--- config.mk ---
export PLATFORM = sky130hd
export DESIGN_NAME = wb_regfile_pipe
export DESIGN_NICKNAME = d
export VERILOG_FILES = /design/src/rtl/wb_regfile_pipe_pkg.sv /design/src/rtl/wb_regfile_pipe_gpr_array.sv /design/src/rtl/wb_regfile_pipe.sv
export SDC_FILE = /design/constraint.sdc
export NUM_CORES = 2
export LEC_CHECK = 0
export BUFFER_PORTS_ARGS = -buffer_cell sky130_fd_sc_hd__buf_2
export CAP_MARGIN = 10
export CELL_PAD_IN_SITES_DETAIL_PLACEMENT = 1
export CELL_PAD_IN_SITES_GLOBAL_PLACEMENT = 1
export CORE_AREA = 2 2 340 342
export CTS_CLUSTER_SIZE = 25
export DETAILED_ROUTE_END_ITERATION = 8
export DIE_AREA = 0 0 342 344
export PLACE_DENSITY_LB_ADDON = 0.1
export SLEW_MARGIN = 40
export SYNTH_ARGS = -nofsm -noshare
export SYNTH_HDL_FRONTEND = slang
export SYNTH_SLANG_ARGS = --single-unit
--- constraint.sdc ---
create_clock -name clk -period 2.9 [get_ports clk]
set_clock_uncertainty 0.05 [all_clocks]
set_input_delay 0.435 -clock clk [delete_from_list [all_inputs] [get_ports clk]]
set_output_delay 0.435 -clock clk [all_outputs]
set_load 0.01 [all_outputs]
--- src/rtl/wb_regfile_pipe_pkg.sv ---
`default_nettype none
// ============================================================================
// Module      : wb_regfile_pipe_pkg
// Description : Shared widths and constants for the MEM/WB pipe and GPR file.
// Revision    : 1.0 - initial release
// ============================================================================
package wb_regfile_pipe_pkg;

    localparam int          DATA_W_DEF    = 32;
    localparam int          ADDR_W_DEF    = 5;
    localparam int          NREG_DEF      = 32;

    localparam logic [31:0] ZERO_WORD     = 32'h0000_0000;
    localparam logic [4:0]  NOP_REG_ADDR  = 5'd0;
    localparam logic        WRITE_ENABLE  = 1'b1;
    localparam logic        WRITE_DISABLE = 1'b0;
    localparam logic        RST_ENABLE    = 1'b1;

    localparam int          STALL_MEM_BIT = 0;
    localparam int          STALL_WB_BIT  = 1;

endpackage
`default_nettype wire

--- src/rtl/wb_regfile_pipe_gpr_array.sv ---
`default_nettype none
// ============================================================================
// Module      : gpr_array
// Description : NREG x DATA_W register storage, one synchronous write port
//               (r0 never written), two asynchronous read ports.
// Revision    : 1.0 - initial release
// ============================================================================
module gpr_array
    import wb_regfile_pipe_pkg::*;
#(
    parameter int DATA_W = DATA_W_DEF,
    parameter int ADDR_W = ADDR_W_DEF,
    parameter int NREG   = NREG_DEF
) (
    input  logic              clk,
    input  logic              rst,
    input  logic              we,
    input  logic [ADDR_W-1:0] waddr,
    input  logic [DATA_W-1:0] wdata,
    input  logic [ADDR_W-1:0] raddr1,
    input  logic [ADDR_W-1:0] raddr2,
    output logic [DATA_W-1:0] rdata1,
    output logic [DATA_W-1:0] rdata2
);

    logic [DATA_W-1:0] r_mem [NREG];

    always_ff @(posedge clk) begin
        if (rst == RST_ENABLE) begin
            for (int i = 0; i < NREG; i++) begin
                r_mem[i] <= DATA_W'(ZERO_WORD);
            end
        end else if (we == WRITE_ENABLE && waddr != ADDR_W'(NOP_REG_ADDR)) begin
            r_mem[waddr] <= wdata;
        end
    end

    assign rdata1 = r_mem[raddr1];
    assign rdata2 = r_mem[raddr2];

endmodule
`default_nettype wire

--- src/rtl/wb_regfile_pipe.sv ---
`default_nettype none
// ============================================================================
// Module      : wb_regfile_pipe
// Description : MEM and WB pipeline registers, register-file commit and
//               forwarding read ports for the decode stage.
// Revision    : 1.0 - initial release
// ============================================================================
module wb_regfile_pipe
    import wb_regfile_pipe_pkg::*;
#(
    parameter int DATA_W = DATA_W_DEF,
    parameter int ADDR_W = ADDR_W_DEF,
    parameter int NREG   = NREG_DEF
) (
    input  logic              clk,
    input  logic              rst,
    input  logic [DATA_W-1:0] ex_wdata_i,
    input  logic [ADDR_W-1:0] ex_waddr_i,
    input  logic              ex_we_i,
    input  logic [1:0]        stall_i,
    input  logic              flush_i,
    input  logic              re1_i,
    input  logic [ADDR_W-1:0] raddr1_i,
    output logic [DATA_W-1:0] rdata1_o,
    input  logic              re2_i,
    input  logic [ADDR_W-1:0] raddr2_i,
    output logic [DATA_W-1:0] rdata2_o,
    output logic              wb_we_o,
    output logic [ADDR_W-1:0] wb_waddr_o,
    output logic [DATA_W-1:0] wb_wdata_o
);

    logic              r_m_we;
    logic [ADDR_W-1:0] r_m_addr;
    logic [DATA_W-1:0] r_m_data;
    logic              r_w_we;
    logic [ADDR_W-1:0] r_w_addr;
    logic [DATA_W-1:0] r_w_data;

    logic              w_hold_all;
    logic              w_hold_mem;
    logic              w_commit;
    logic [DATA_W-1:0] w_arr_rdata1;
    logic [DATA_W-1:0] w_arr_rdata2;

    // stall_i=2'b10 behaves like 2'b11 because the WB bit alone freezes both stages
    assign w_hold_all = stall_i[STALL_WB_BIT];
    assign w_hold_mem = stall_i[STALL_MEM_BIT];

    assign w_commit = (rst != RST_ENABLE) && r_w_we
                   && (r_w_addr != ADDR_W'(NOP_REG_ADDR))
                   && (flush_i || !w_hold_all);

    always_ff @(posedge clk) begin
        if (rst == RST_ENABLE) begin
            r_m_we   <= WRITE_DISABLE;
            r_m_addr <= '0;
            r_m_data <= '0;
            r_w_we   <= WRITE_DISABLE;
            r_w_addr <= '0;
            r_w_data <= '0;
        end else if (flush_i) begin
            r_m_we   <= WRITE_DISABLE;
            r_m_addr <= '0;
            r_m_data <= '0;
            r_w_we   <= WRITE_DISABLE;
            r_w_addr <= '0;
            r_w_data <= '0;
        end else if (w_hold_all) begin
            r_m_we   <= r_m_we;
            r_w_we   <= r_w_we;
        end else if (w_hold_mem) begin
            r_w_we   <= WRITE_DISABLE;
            r_w_addr <= '0;
            r_w_data <= '0;
        end else begin
            r_m_we   <= ex_we_i;
            r_m_addr <= ex_waddr_i;
            r_m_data <= ex_wdata_i;
            r_w_we   <= r_m_we;
            r_w_addr <= r_m_addr;
            r_w_data <= r_m_data;
        end
    end

    gpr_array #(
        .DATA_W (DATA_W),
        .ADDR_W (ADDR_W),
        .NREG   (NREG)
    ) u_gpr_array (
        .clk    (clk),
        .rst    (rst),
        .we     (w_commit),
        .waddr  (r_w_addr),
        .wdata  (r_w_data),
        .raddr1 (raddr1_i),
        .raddr2 (raddr2_i),
        .rdata1 (w_arr_rdata1),
        .rdata2 (w_arr_rdata2)
    );

    // Youngest matching producer wins, so a same-cycle commit is seen via W, not the array
    function automatic logic [DATA_W-1:0] fwd_read(
        input logic              re,
        input logic [ADDR_W-1:0] ra,
        input logic [DATA_W-1:0] arr
    );
        logic [DATA_W-1:0] v;
        v = '0;
        if (rst == RST_ENABLE || !re || ra == ADDR_W'(NOP_REG_ADDR)) begin
            v = '0;
        end else if (ex_we_i && ex_waddr_i == ra) begin
            v = ex_wdata_i;
        end else if (r_m_we && r_m_addr == ra) begin
            v = r_m_data;
        end else if (r_w_we && r_w_addr == ra) begin
            v = r_w_data;
        end else begin
            v = arr;
        end
        return v;
    endfunction

    assign rdata1_o   = fwd_read(re1_i, raddr1_i, w_arr_rdata1);
    assign rdata2_o   = fwd_read(re2_i, raddr2_i, w_arr_rdata2);

    assign wb_we_o    = w_commit;
    assign wb_waddr_o = w_commit ? r_w_addr : '0;
    assign wb_wdata_o = w_commit ? r_w_data : '0;

endmodule
`default_nettype wire

==> key figures <==
Outcome
  • Status: complete, but fails checks
  • Failing checks: setup timing

Power
  • P_int: between 20 and 30 mW
  • Power per cell area: about 520 nW/um2
  • Net Sw Frac: 0.258
  • VDD IR max: 0.000596 V
  • Psw: 10.1 mW
  • P_leak: 28.8 nW
  • Pwr Total: between 30 and 40 mW
  • Comb power frac: 0.127
  • Sequential Power Share: 0.462
  • Clock share of power: 0.411

Die
  • Die X: around 340 um
  • Core Box Area: approximately 110000 um2
  • DIE HEIGHT: 344 um
  • # IOs: 157
  • Total Die Area: between 100000 and 150000 um2
  • Initial Util: 0.527
  • Row count: 124

Setup path
  • WP buf/inv: 5
  • CP arrival: 3340 ps
  • Slowest cell on the critical path: nor4_2
  • CP required: ~2400 ps
  • Worst Setup SP: r_m_addr[1]$_SDFFE_PP0P_
  • CP peak stage delay: 430 ps
  • Worst R2R Start: r_w_we$_SDFFE_PP0N_
  • Crit end category: output pin
  • Crit-path cells: xor2_2, nor4_2, buf_4, buf_6, and3_4, buf_12, buf_16, nand2_1, nand4_1, and3_1, buf_2
  • CP startpoint kind: flop
  • Critical Path Fanout Max: 5
  • CP Class: flop to output pin
  • Critical path's top delay family: simple AND/OR/NAND/NOR gates

Yosys
  • Share of flip-flops with an asynchronous set or reset: 0
  • Simple-Gate Fraction of Synth Area: 0.153
  • Cells after Synth: ~4500
  • Mux cell area share after synthesis: 0.207
  • Number of flops mapped to enable cells by yosys: about 1000
  • Synth warn: 0
  • Seq cells post-synth: 1100
  • Ys flop type: edfxtp_1
  • Number of distinct library cells after synthesis: 54
  • Synthesized area per cell: 13.4 um2
  • Seq/Total Area, Yosys: 0.537
  • Post-synthesis compound-gate area fraction: 0.0625
  • Post-synthesis cell area: about 60000 um2
  • Synthesized-area fraction occupied by adder cells: 0
  • Largest family of logic cells by synthesized area: multiplexers
  • Synth Area in XOR/XNOR: 0.00437

Placed design
  • Final Wtd Congestion: about 0.95
  • Place WS: -594 ps
  • I/O Buffers: approximately 160
  • HPWL Detailed: about 160000 um

Min path
  • HP Class: input pin to flop
  • Worst hold start: ex_waddr_i[4]

STA
  • Fin crit share: 1.32
  • RSZ-0062 raised after global routing: yes
  • Minimum clock period: 3820 ps
  • Slew @ Worst Pin: a little under 800 ps
  • Worst slew margin: 0.484
  • Setup ws final: -923 ps
  • Setup violations, final: 97
  • FMAX: about 260 MHz
  • Max-slew violation count: 0
  • Hold Violations, Final: 0

Finish
  • Layout Area Growth over Synthesis: 25.7%
  • Commonest non-fill, non-tap cell in the layout: edfxtp_1
  • Layout cells sized above 1: 0.359
  • Register area: between 30000 and 40000 um2
  • Nets@finish: between 5000 and 6000
  • Area of the multi-input gates: 28100 um2
  • # fillers: a little over 10000
  • Most frequent cells in the layout: edfxtp_1 (1024), and2_1 (1004), buf_4 (462), mux4_2 (393), mux2i_1 (277)

Clock tree
  • CTS buffer count: 130
  • # H-tree levels: 4
  • Clk root buf: clkbuf_16
  • Worst skew pair latency: 760 ps
  • Clk buf depth: 3
  • Sink Count: between 1000 and 1500
  • Reg clk slew, reported paths: about 60 ps
  • CTS tree: done

Drt
  • Drt pass-1 iters: 8
  • Via density per instance: between 7 and 8
  • DRC Markers: 0
  • Drt first-iter violations: 7612
  • Vias: between 40000 and 50000
  • Wire per inst: around 40 um
  • Total wire length: 260000 um
  • Routed Antenna Nets: 0

Global routing
  • Antenna violations before repair: 12
  • Largest net degree at the start of global routing: 77
  • GRT Overall Usage: 0.422
  • First-pass GRT wire length: 353000 um
  • Number of global-route vias before repair: approximately 48000
  • Global route total overflow: 0

Job
  • Max-cap violations: 0
==> synthesized netlist by cell type, types with 10 or more instances <==
library cell | number | area (um2)
or2_2 | 34 | 213
a2bb2oi_1 | 15 | 131
mux4_1 | 12 | 315
a21oi_1 | 119 | 596
mux2_2 | 47 | 529
nor2b_1 | 14 | 87.6
o22ai_1 | 34 | 213
buf_2 | 116 | 581
clkbuf_1 | 312 | 1170
a22oi_1 | 184 | 1380
and2_1 | 1037 | 6490
nor3_1 | 34 | 170
a221oi_1 | 25 | 219
buf_1 | 16 | 60.1
mux4_2 | 390 | 8780
xnor2_1 | 10 | 87.6
a211oi_1 | 16 | 120
and3_1 | 33 | 206
o211ai_1 | 33 | 248
nand2_1 | 188 | 706
buf_6 | 18 | 203
buf_4 | 14 | 105
xor2_1 | 20 | 175
nand4_1 | 32 | 200
mux2i_1 | 283 | 2830
dfxtp_1 | 76 | 1520
o211a_1 | 15 | 150
a2111oi_2 | 14 | 210
nand3_1 | 82 | 410
a2111oi_0 | 17 | 149
o21ai_0 | 48 | 240
nor2_1 | 127 | 477
edfxtp_1 | 1024 | 30700
==> power groups by stage <==
stage                     clock network (mW)  registers [mW]  logic (mW)
after CTS                               16.1            18.1        4.67
final                                   16.2            18.2        5.01
after global routing                    16.7            18.2        5.09
after detailed placement                   0            18.4        4.42
after global placement                     0            18.4        4.33
after floorplan                            0            18.3        2.29
==> flip-flops by register name, indices dropped and copies added, names as in the netlist <==
name and count:
r_m_data 32, r_m_we 1, u_gpr_array.r_mem 1024, r_m_addr 5, r_w_data 32, r_w_addr 5, r_w_we 1
==> through the flow <==
step                cell area (um2)  TNS, ps  std cells  hold slack, ps   util
finish                        75500   -53250       6651            83.6  0.663
global route                  75500   -54920       6645             113  0.663
CTS                           74400   -41120       6621            9.27  0.653
detailed placement            67100   -24010       6310             476  0.590
global placement              67100   -27200       6308             467  0.589
floorplan                     60200        0       4513             428      -
==> cell type report <==
type                    instances  area share
multi-input cells            2935       0.373
repair buffers                875       0.121
well taps                    1512      0.0251
flip-flops and latches       1100       0.428
clock inverters                62     0.00691
diodes                          7    0.000232
clock buffers                 160      0.0466
==> layer usage <==
| layer | vias up | global-route usage | routed length [um] |
|---|---|---|---|
| li1 | 18100 | - | - |
| met1 | 24400 | 0.562 | 91800 |
| met2 | 4137 | 0.640 | 115000 |
| met3 | 954 | 0.138 | 38200 |
| met4 | 10 | 0.181 | 14600 |
| met5 | - | 0 | 66 |
==> tightest hold or removal path: cells and delay by family <==
kind                   cells  cell delay [ps]
AO/OA/AOI/OAI              1               80
buffers and inverters      2              270
AND/OR/NAND/NOR            1               50
==> path summary, 6_finish.rpt <==
check	endpoint	cells after the start	slack, ps
min reg2reg	r_m_addr[4]$_SDFFE_PP0P_	2	550
max	rdata1_o[27]	11	-920
max reg2reg	u_gpr_array.r_mem[2][20]$_SDFFCE_PN0P_	8	90
min	r_m_addr[4]$_SDFFE_PP0P_	4	80
==> logic make-up after synthesis <==
group / count (synthesis)
buffers and inverters: 478
xor gates and xnor gates: 30
muxes: 732
other: 1
DFF: 1100
and+or+nand+nor: 1610
AOI/OAI and AO/OA: 531
==> repair_timing <==
action / in CTS / in global routing
cloned: 17 / 1
hold buffers: 36 / 0
setup endpoints to repair: 97 / 97
setup buffers: 53 / 35
resized for setup: 430 / 187
hold endpoints to repair: 36 / 0
pin swaps: 149 / 86
Note: power is estimated with default switching activity, not from simulation.
